## src/rtl/sensor_ae_ctrl.sv

```systemverilog
// sensor_ae_ctrl: frame-based auto-exposure loop.
// Steers exp_out so the frame gray sum settles inside [target_lo, target_hi].
module sensor_ae_ctrl #(
    parameter int unsigned SKIP_FRAMES  = 2,
    parameter int unsigned COARSE_SHIFT = 2,
    parameter string       DEBUG        = "FALSE"
) (
    input  logic        px_clk,
    input  logic        px_reset,
    input  logic        enable,
    input  logic        vs_in,
    input  logic [31:0] gray_sum_L_in,
    input  logic [31:0] gray_sum_H_in,
    input  logic [39:0] target_lo,
    input  logic [39:0] target_hi,
    input  logic [31:0] exp_min,
    input  logic [31:0] exp_max,
    input  logic [31:0] exp_init,
    input  logic [15:0] exp_step,
    output logic [31:0] exp_out,
    output logic        exp_update,
    output logic        locked,
    output logic [2:0]  state_out
);

    typedef enum logic [2:0] {
        S_IDLE    = 3'd0,
        S_WAIT    = 3'd1,
        S_CAPTURE = 3'd2,
        S_COMPUTE = 3'd3,
        S_SETTLE  = 3'd4
    } state_t;

    localparam logic [3:0] SKIP_INIT = 4'(SKIP_FRAMES);
    localparam bit         DBG       = (DEBUG == "TRUE");

    state_t      state;
    logic        vs_r;
    logic        fe;
    logic [3:0]  skip_cnt;
    logic [39:0] sum;

    logic [40:0] sum41;
    logic [40:0] lo_half;
    logic [40:0] hi_dbl;
    logic        below;
    logic        above;
    logic        coarse;
    logic [33:0] fine_step;
    logic [33:0] step;
    logic [33:0] inc;
    logic [33:0] dec;
    logic [31:0] exp_next;
    logic [31:0] init_clamped;
    logic        unused_gray_hi;

    // bit 33 set means the subtraction went below zero
    function automatic logic [31:0] clamp(
        input logic [33:0] v,
        input logic [31:0] lo,
        input logic [31:0] hi
    );
        if (lo > hi)
            return hi;
        else if (v[33] || v < {2'b00, lo})
            return lo;
        else if (v > {2'b00, hi})
            return hi;
        else
            return v[31:0];
    endfunction

    assign fe             = vs_r & ~vs_in;
    assign unused_gray_hi = ^gray_sum_H_in[31:8];

    assign sum41   = {1'b0, sum};
    assign lo_half = {2'b00, target_lo[39:1]};
    assign hi_dbl  = {target_hi, 1'b0};
    assign below   = sum < target_lo;
    assign above   = sum > target_hi;
    assign coarse  = (sum41 < lo_half) || (sum41 > hi_dbl);

    assign fine_step = {18'd0, exp_step};
    assign step      = coarse ? (fine_step << COARSE_SHIFT) : fine_step;
    assign inc       = {2'b00, exp_out} + step;
    assign dec       = {2'b00, exp_out} - step;
    assign exp_next  = below ? clamp(inc, exp_min, exp_max)
                             : clamp(dec, exp_min, exp_max);

    assign init_clamped = clamp({2'b00, exp_init}, exp_min, exp_max);

    always_ff @(posedge px_clk) begin
        if (px_reset) begin
            state      <= S_IDLE;
            exp_out    <= '0;
            exp_update <= 1'b0;
            locked     <= 1'b0;
            skip_cnt   <= '0;
            vs_r       <= 1'b0;
            sum        <= '0;
        end else begin
            vs_r       <= vs_in;
            exp_update <= 1'b0;
            if (!enable) begin
                state  <= S_IDLE;
                locked <= 1'b0;
            end else begin
                case (state)
                    S_IDLE: begin
                        exp_out    <= init_clamped;
                        exp_update <= 1'b1;
                        skip_cnt   <= SKIP_INIT;
                        state      <= S_SETTLE;
                    end
                    S_WAIT: begin
                        if (fe)
                            state <= S_CAPTURE;
                    end
                    S_CAPTURE: begin
                        sum   <= {gray_sum_H_in[7:0], gray_sum_L_in};
                        state <= S_COMPUTE;
                    end
                    S_COMPUTE: begin
                        if (below || above) begin
                            locked <= 1'b0;
                            if (exp_next != exp_out) begin
                                exp_out    <= exp_next;
                                exp_update <= 1'b1;
                                skip_cnt   <= SKIP_INIT;
                                state      <= S_SETTLE;
                            end else begin
                                state <= S_WAIT;
                            end
                        end else begin
                            locked <= 1'b1;
                            state  <= S_WAIT;
                        end
                    end
                    S_SETTLE: begin
                        if (skip_cnt == 4'd0)
                            state <= S_WAIT;
                        else if (fe)
                            skip_cnt <= skip_cnt - 4'd1;
                    end
                    default: state <= S_IDLE;
                endcase
            end
        end
    end

    if (DBG) begin : g_dbg
        assign state_out = state;
    end else begin : g_nodbg
        assign state_out = 3'd0;
    end

endmodule

```

## config.mk

```make
export PLATFORM = sky130hd
export DESIGN_NAME = sensor_ae_ctrl
export DESIGN_NICKNAME = d
export VERILOG_FILES = /design/src/rtl/sensor_ae_ctrl.sv
export SDC_FILE = /design/constraint.sdc
export NUM_CORES = 1
export LEC_CHECK = 0
export ABC_CLOCK_PERIOD_IN_PS = 10000
export BUFFER_PORTS_ARGS = -buffer_cell sky130_fd_sc_hd__clkbuf_2
export CAP_MARGIN = 20
export CELL_PAD_IN_SITES_DETAIL_PLACEMENT = 1
export CELL_PAD_IN_SITES_GLOBAL_PLACEMENT = 2
export CORE_MARGIN = 4
export CORE_UTILIZATION = 31
export DETAILED_ROUTE_END_ITERATION = 10
export PLACE_DENSITY = 0.82
export SYNTH_ARGS = -nofsm -noshare
export SYNTH_HDL_FRONTEND = slang
export SYNTH_SLANG_ARGS = --single-unit
export TNS_END_PERCENT = 50
```

## constraint.sdc

```tcl
create_clock -name px_clk -period 10 [get_ports px_clk]
set_input_delay 0 -clock px_clk [delete_from_list [all_inputs] [get_ports px_clk]]
set_output_delay 0 -clock px_clk [all_outputs]
set_load 0.05 [all_outputs]
```

* Yosys cells after proc, flatten, opt, wreduce, memory -nomap -nowiden
Cells that the tools add are included.
** Word-level totals
- Bits in registers :: 82
- Input port bits :: 260
- Word-level logic and storage cells :: 76
** Operators by class
- Add/subtract/negate cells :: 3
- Magnitude comparators :: 11
- Equality and inequality tests :: 11
- Mux-type cells :: 28
- Bitwise gates (word level) :: 3
- Reduce and logical (&&, ||, !) cells :: 13
** Operator list (number)
- 32-bit two-way mux :: 12
- 32-bit > comparator :: 2
- 32-bit one-hot mux with 2 select lines :: 1
- 40-bit by 41-bit > comparator with 1-bit output :: 1
- 40-bit > comparator :: 1
- 40-bit by 39-bit less-than comparator with 1-bit output :: 1
- 40-bit less-than comparator :: 1
- 34-bit by 32-bit > comparator with 1-bit output :: 1
- 34-bit by 32-bit less-than comparator with 1-bit output :: 1
- 32-bit by 18-bit adder with 33-bit output :: 1
- 33-bit by 32-bit > comparator with 1-bit output :: 1
- 33-bit by 32-bit less-than comparator with 1-bit output :: 1
- 32-bit by 18-bit subtractor with 33-bit output :: 1
- 32-bit less-than comparator :: 1
- 32-bit inequality test :: 1
- 18-bit two-way mux :: 1
- 4-bit two-way mux :: 4
- 3-bit one-hot mux with 5 select lines :: 1
- 3-bit two-way mux :: 4
- 2-bit inequality test, second input constant :: 6
- 4-bit one-hot mux with 3 select lines :: 1
- 3-bit by 2-bit equality test with 1-bit output, second input constant :: 2
- 6-bit AND reduction :: 1
- 4-bit logical NOT :: 1
- other kinds (15) :: 21

* Longest topological paths before layout
Gate-level depths: netlist of the first run.
- Depth after elaboration :: 13
- Depth in mapped cells :: 48
- Mapped depth without buffers :: 41

* Least setup slack after synthesis of the first run
No wires, ideal clock.
- Kind :: reg2reg
- Start :: register sum[1]
- End :: register skip_cnt[3]
- Setup time :: 57 ps
- Arrival :: 9502 ps
- Data required time :: 9943 ps
- Path slack :: 441 ps
- Cell stages (with the launch flop) :: 42
- Period minus slack after synthesis :: 9559 ps
- Cell sequence :: dfxtp_1 > ha_1 > a21o_1 > a21o_1 > a21o_1 > a21o_1 > a21o_1 > a21o_1 > a21oi_1 > o31ai_1 > a221oi_1 > o31ai_1 > nand2_1 > a32o_1 > clkbuf_1 > clkbuf_1 > mux2_2 > ha_1 > [6 not listed] > or2_2 > ha_1 > nand4_1 > nor4_1 > a22o_1 > a211o_1 > a31o_2 > clkbuf_1 > nand2_1 > buf_2 > o311a_1 > a211oi_1 > mux2i_1 > o211ai_1 > or4_1 > o31a_1 > o32ai_1 > a21o_1
** Between the ends
- Cells in the longest elaborated chain, start to end :: 12
- Elaborated cells between the ends (all ways) :: 26
- Those cells by class :: add/sub: 2; order compare: 8; eq/ne: 3; mux: 8; reduce/logical: 5
** RTL lines
- start: declaration :: RTL line 41 : logic [39:0] sum;
- start signal: assignment :: RTL line 120 : sum <= {gray_sum_H_in[7:0], gray_sum_L_in};
- 40-bit by 41-bit > comparator with 1-bit output or 40-bit by 39-bit less-than comparator with 1-bit output (tied branches) :: RTL line 81 : assign coarse = (sum41 < lo_half) || (sum41 > hi_dbl);
- 1-bit logical OR :: RTL line 81
- 18-bit two-way mux :: RTL line 84 : assign step = coarse ? (fine_step << COARSE_SHIFT) : fine_step;
- 32-bit by 18-bit subtractor with 33-bit output or 32-bit by 18-bit adder with 33-bit output (tied branches) :: RTL line 86, 85
- 34-bit by 32-bit > comparator with 1-bit output (tied with other cells) :: RTL line 67 : else if (v > {2'b00, hi})
- 32-bit two-way mux or 1-bit logical OR (tied branches) :: RTL line 67, 65
- 32-bit two-way mux :: RTL line 65 : else if (v[33] || v < {2'b00, lo})
- 32-bit two-way mux :: RTL line 63 : if (lo > hi)
- 32-bit two-way mux :: RTL line 87 : assign exp_next = below ? clamp(inc, exp_min, exp_max)
- 32-bit inequality test :: RTL line 126 : if (exp_next != exp_out) begin
- 2-bit inequality test (no source line)
- 6-bit AND reduction (no source line) (*)
- end signal: assignment :: RTL line 143 : skip_cnt <= skip_cnt - 4'd1;
- end: declaration :: RTL line 40 : logic [3:0] skip_cnt;
Every way passes the cells marked *; elsewhere a longest branch is shown, timed or not.
A chain may end at the register's enable or synchronous reset.

* Worst setup path in the final report of the first run
- Start :: register sum[1]
- End :: register exp_out[15]
** Between the ends
- Cells in the longest elaborated chain, start to end :: 12
- Elaborated cells between the ends (all ways) :: 29
- Those cells by class :: add/sub: 2; order compare: 8; eq/ne: 3; mux: 11; reduce/logical: 5
** RTL lines
- 40-bit by 41-bit > comparator with 1-bit output or 40-bit by 39-bit less-than comparator with 1-bit output (tied branches) :: RTL line 81
- 1-bit logical OR :: RTL line 81
- 18-bit two-way mux :: RTL line 84
- 32-bit by 18-bit subtractor with 33-bit output or 32-bit by 18-bit adder with 33-bit output (tied branches) :: RTL line 86, 85
- 34-bit by 32-bit > comparator with 1-bit output (tied with other cells) :: RTL line 67
- 32-bit two-way mux or 1-bit logical OR (tied branches) :: RTL line 67, 65
- 32-bit two-way mux :: RTL line 65
- 32-bit two-way mux :: RTL line 63
- 32-bit two-way mux :: RTL line 87
- 32-bit inequality test or 32-bit two-way mux (tied branches) :: RTL line 126
- 2-bit inequality test (no source line) or 32-bit two-way mux (tied branches)
- 4-bit AND reduction (no source line) or 32-bit one-hot mux with 2 select lines (tied branches)
- end signal: assignment :: RTL line 110 : exp_out <= init_clamped;
- end signal: assignment :: RTL line 127 : exp_out <= exp_next;
- end: declaration :: RTL line 20 : output logic [31:0] exp_out,
Parallel ways exist; a longest one is shown, timed or not. The select of a mux whose other input is x is not followed.

==> results of run 1 <==
power breakdown:
group / switching, mW / leakage, nW / internal (mW)
Clock: 0.183 / 0.164 / 0.224
Combinational: 1.82 / 13.1 / 1.24
Sequential: 0.0886 / 0.670 / 0.348
layout by cell type (no fill, tap or decap), types with 24 or more instances in the layout:
master and n:
a21oi_1 214, nand2_1 250, buf_4 527, nand2b_1 35, nor2b_1 49, nand4_1 92, a21o_1 77, o21ai_0 131
dlygate4sd3_1 41, mux2i_1 71, nor4_1 25, nor3_1 43, xnor2_1 37, o21a_1 28, dfxtp_1 78, ha_4 24
nand3_1 53, o211ai_1 39, nor2_1 157, ha_1 389, inv_1 204, a211oi_1 35, clkbuf_2 268
metal layers:
metal | global-route usage | vias to the layer above
li1 | - | 11800
met1 | 0.457 | 13200
met2 | 0.572 | 1278
met3 | 0.0497 | 368
met4 | 0.164 | 0
met5 | 0 | -
logic make-up (layout without fill, tap and decap cells):
logic type               Yosys count  count (layout)
flip-flops                        82              82
multiplexers                     102             102
other                              1               7
adder cells (fa/ha/maj)          418             418
AO/OA/AOI/OAI                    859             859
XOR/XNOR                          67              67
AND/OR/NAND/NOR                  866             866
buffers and inverters            324            1090
worst reg2reg max path: cells and delay by family, from the launching register on:
family          cells  cell delay [ns]
compound gates     17             3.61
simple gates       11             2.47
buf+inv            11             1.67
fa+ha+maj           3             0.89
mux                 2             0.73
flops               1             0.33
xor+xnor            2             0.32
what timing repair did:
| item | CTS | global route |
|---|---|---|
| setup endpoints to repair | 39 | 39 |
| hold endpoints to repair | 42 | 0 |
| pin swaps | 51 | 93 |
| hold buffers | 41 | 0 |
| gates cloned | 1 | 2 |
| gates resized for setup | 132 | 172 |
| setup buffers | 14 | 50 |
metrics by stage:
| step | power (mW) | instances | util |
|---|---|---|---|
| floorplan | 1.65 | 2721 | - |
| global placement | 3.00 | 4210 | 0.405 |
| detailed placement | 3.07 | 4210 | 0.405 |
| CTS | 3.62 | 4282 | 0.429 |
| global route | 4.04 | 4336 | 0.450 |
| finish | 3.90 | 4337 | 0.450 |
cells in the mapped netlist, drive strengths merged (36+ instances only):
cell	n	area share
a211oi	47	0.018
a21o	78	0.029
a21oi	241	0.061
buf	51	0.015
clkbuf	67	0.013
dfxtp	82	0.082
ha	416	0.26
inv	206	0.039
mux2i	75	0.037
nand2	261	0.050
nand3	57	0.014
nand4	93	0.029
nor2	170	0.032
nor2b	50	0.016
nor3	54	0.014
nor4	36	0.012
o211ai	40	0.015
o21ai	163	0.041
xnor2	48	0.021
registers in the layout, summed over array words and instances (netlist names):
signal      flops
locked          1
exp_update      1
sum            40
vs_r            1
skip_cnt        4
exp_out        32
state           3
final timing paths:
| path | start | to | slack (ns) | depth (start not counted) |
|---|---|---|---|---|
| setup / recovery | sum[1] | exp_out[15] | -0.11 | 46 |
| hold / removal | enable | state[2] | 0.06 | 4 |
| setup reg to reg | sum[1] | exp_out[15] | -0.11 | 46 |
| hold reg to reg | skip_cnt[3] | skip_cnt[3] | 0.52 | 1 |
area by class of cell:
class                   instances  share of cell area
clock buffers                   9             0.00788
diodes                          4            0.000350
inverters                     206              0.0271
flip-flops and latches         82              0.0577
multi-input cells            2315               0.650
repair buffers                868               0.216
well taps                     846              0.0370
clock inverters                 7             0.00368
==> impl_results.md, run 1 <==
- Status: complete, but fails checks
- Failing checks: setup timing
- RSZ-0062 raised after global routing: true
- Max Cap Viol: 0
- Crit path kind: flop to flop
- Dpl ws: -0.905 ns
- Pleak: 14.0 nW
- Die Width: 262 µm
- P&R area growth vs syn: 42.7%
- DR WL/cell: 30.0 µm
- Synth Register Bits: 82
- Core area: 63500 µm²
- Register area: 1650 µm²
- Startpoint class of the critical path: flop
- Post-Syn Area: 20000 µm²
- # clock sinks: 82
- Slowest-stage cell, CP: or4_4
- Crit path capture type: flop
- Crit-path leading delay family: compound AO/OA/AOI/OAI gates
- Max-slew violations: 0
- Avg Inst Size Synth: 7.37 µm²
- Top Metal Used: met4
- Post-synthesis compound-gate area fraction: 0.289
- Drc violations: 0
- Number of flops mapped to enable cells by yosys: 0
- Period utilization: 1.01
- GR Overflow Total: 0
- Metal-1 WL: 54.1 mm
- WL met2: 58.1 mm
- Adder-cell area share of the yosys netlist: 0.262
- TritonCTS clock tree: done
- Worst Path Buf+Inv: 11
- Worst-Margin Slew: 1.09 ns
- Yosys cell types: 106
- Final min period: 10.11 ns
- PwrDens: 137 nW/µm²
- Via Count: 26600
- Critical path arrival: 10.37 ns
- Final ANT Viol Nets: 0
- Dpl hpwl: 106 mm
- Nets@finish: 4160
- Hold slack: 0.0562 ns
- Rows: 92
- Fin area: 28600 µm²
- Layout cells sized above 1: 0.321
- Largest net degree at the start of global routing: 62
- Xor and xnor area share after synthesis: 0.0293
- Clk_lat worst skew: 0.38 ns
- Seq/Total Area, Yosys: 0.0819
- First-pass GRT wire length: 184 mm
- Vias per inst: 6.13
- Pre-antenna DRT Iters: 6
- Setup_tns: -1.34 ns
- Yosys warnings: 0
- Setup-failing EPs final: 25
- Antenna violations before repair: 6
- Mux share of post-synthesis cell area: 0.0527
- Final Hold Viols: 0
- Max IR drop VDD: 109 µV
- Critical path's most frequent cell: a21o_1
- Total placed instance area: 25700 µm²
- CTS root buffer: clkbuf_16
- Initial Util: 0.315
- Synth Area in Simple Gates: 0.218
- GRT Overall Usage: 0.350
- Die height: 262 µm
- Critical path required time: 10.26 ns
- Main combinational cell family by area after synthesis: compound AO/OA/AOI/OAI gates
- Synth Flop Type: dfxtp_1
- Worst-path clk slew: 0.08 ns
- Met3 WL post-DR: 9.72 mm
- Vias in the first global route: 27400
- Worst path max stage delay: 0.56 ns
- Die area: 68700 µm²
- Final setup margin: -0.107 ns
- Post-synth ARST share: 0
- Syn Inst Count: 2719
- Max-slew headroom: 0.275
- Multi-input gate area: 18600 µm²
- # IOs: 297
- Clock Skews: 0.0186 ns
- Filler cell count: 7837
- Worst min-delay path class: input pin to flop
- Crit-path max FO: 10
- Fmax: 98.9 MHz
- Final WL: 130 mm
- Cts bufs inserted: 9
- Starting DRT DRC Count: 2596
- H-tree depth: 3
- Routability cong.: 1.07
- Clk buf depth: 2
- PortBufs: 269
No activity file was read; power rests on OpenSTA's default activity.
==> run 2: changes to the inputs <==
--- a/config.mk
+++ b/config.mk
@@ -12,8 +12,10 @@
 export CELL_PAD_IN_SITES_GLOBAL_PLACEMENT = 2
 export CORE_MARGIN = 4
 export CORE_UTILIZATION = 31
+export CTS_BUF_LIST = sky130_fd_sc_hd__clkbuf_8
 export DETAILED_ROUTE_END_ITERATION = 10
 export PLACE_DENSITY = 0.82
+export REMOVE_ABC_BUFFERS = 1
 export SYNTH_ARGS = -nofsm -noshare
 export SYNTH_HDL_FRONTEND = slang
 export SYNTH_SLANG_ARGS = --single-unit
==> impl_results.md, run 2 (same netlist as run 1, synthesis figures left out) <==
- Max-slew headroom: 0.259
- Final WL: 134 mm
- Vias per inst: 6.17
- Worst-path clk slew: 0.11 ns
- Most common cell after layout, fill and taps aside: buf_4
- Drc violations: 0
- Register area: 1650 µm²
- Clock Skews: 0.0296 ns
- GR Overflow Total: 0
- Setup_tns: -2.54 ns
- # IOs: 297
- Crit path kind: flop to flop
- Most frequent cells in the layout: 566 x buf_4, 389 x ha_1, 268 x clkbuf_2
- Rows: 92
- Setup-failing EPs final: 31
- Fmax: 98.6 MHz
- Cts bufs inserted: 9
- Critical path's most frequent cell: buf_4
- Final ANT Viol Nets: 0
- Multi-input gate area: 18700 µm²
- Filler cell count: 7918
- Fin util: 0.456
- Crit path capture type: flop
- GR Layer Usage met1: 0.447
- Gr busiest metal: met2
- Status: complete, but fails checks
- # clock sinks: 82
- Inst Count DP: 4255
- Die height: 262 µm
- Final min period: 10.14 ns
- Clk_lat worst skew: 0.46 ns
- PortBufs: 269
- Final Hold Viols: 0
- Final setup margin: -0.137 ns
- DR WL/cell: 30.4 µm
- GR Util met2: 0.593
- Slowest-stage cell, CP: or4_4
- Critical path required time: 10.38 ns
- Starting DRT DRC Count: 2279
- Worst-Margin Slew: 1.10 ns
- Top Registers: sum: 40 flops, exp_out: 32 flops, skip_cnt: 4 flops
- Failing checks: setup timing
- Period utilization: 1.01
- RSZ-0062 raised after global routing: true
- Post-layout power: 3.80 mW
- Crit-path max FO: 9
- First-pass GRT wire length: 192 mm
- Nets@finish: 4218
- Antenna violations before repair: 6
- P&R area growth vs syn: 44.8%
- PwrDens: 131 nW/µm²
- Layout cells sized above 1: 0.334
- Via Count: 27100
- Pleak: 14.3 nW
- Startpoint class of the critical path: flop
- Routability cong.: 1.04
- Max Cap Viol: 0
- Die Width: 262 µm
- Max-slew violations: 0
- GR Util met3: 0.0678
- Max reg flops: 40
- Worst path max stage delay: 0.58 ns
- CTS root buffer: clkbuf_8
- Vias in the first global route: 28500
- Max IR drop VDD: 96.5 µV
- GRT Overall Usage: 0.367
- Die area: 68700 µm²
- Initial Util: 0.315
- Largest Register: sum
- Worst min-delay path class: input pin to flop
- H-tree depth: 3
- Pre-antenna DRT Iters: 6
- Clk buf depth: 2
- TritonCTS clock tree: done
- Dpl hpwl: 108 mm
- Critical path arrival: 10.52 ns
- Core area: 63500 µm²
- Largest net degree at the start of global routing: 62
- Final Non-Filler Cells: 4394
## run 2: power breakdown
group | switching, mW | leakage [nW] | internal [mW]
Combinational | 1.83 | 13.5 | 1.28
Sequential | 0.0733 | 0.671 | 0.348
Clock | 0.175 | 0.0933 | 0.0929
Total | 2.08 | 14.3 | 1.72
## run 2: path summary, 6_finish.rpt
path,startpoint,end,slack (ns),depth (start not counted)
hold / removal,exp_max[13],exp_out[13],0.05,3
setup reg to reg,sum[2],exp_out[3],-0.14,51
setup / recovery,sum[2],exp_out[3],-0.14,51
hold reg to reg,sum[18],sum[18],0.51,2
## run 2: cell type report
| type | count | area share |
|---|---|---|
| multi-input combinational | 2316 | 0.643 |
| timing repair buffer | 925 | 0.230 |
| sequential | 82 | 0.0569 |
| tap | 846 | 0.0365 |
| inverter | 206 | 0.0267 |
| clock buffer | 9 | 0.00427 |
| clock inverter | 7 | 0.00186 |
| antenna | 3 | 0.000259 |
## run 2: critical path, delay by kind of cell (launching register included)
family | cells | cell delay [ns]
buffers and inverters | 15 | 2.09
AND/OR/NAND/NOR | 9 | 1.78
AO/OA/AOI/OAI | 20 | 4.19
adder cells (fa/ha/maj) | 4 | 1.01
flip-flops | 1 | 0.38
XOR/XNOR | 1 | 0.14
multiplexers | 2 | 0.41
## run 2: metal layers
layer / share of wire / vias up
li1: - / 11900
met1: 0.40 / 13400
met2: 0.45 / 1374
met3: 0.076 / 459
met4: 0.081 / 8
met5: 0.00039 / -
## run 2: stage by stage
step / setup WS, ns / hold slack, ns / instance area [µm²]
finish: -0.137 / 0.0461 / 29000
global route: -0.405 / 0.0313 / 29000
CTS: -0.0697 / 0.00263 / 28400
detailed placement: -1.24 / 0.233 / 26100
global placement: -0.961 / 0.231 / 26100
floorplan: -1.83 / 0.0691 / 19500
## run 2: timing repair
item                                   CTS  global route
endpoints found under the hold margin   47             0
buffers inserted                        59            18
pin swaps                              104            48
resized for setup                      245            87
gates cloned                             2             0
hold buffers                            43             0
setup endpoints to repair               39            39
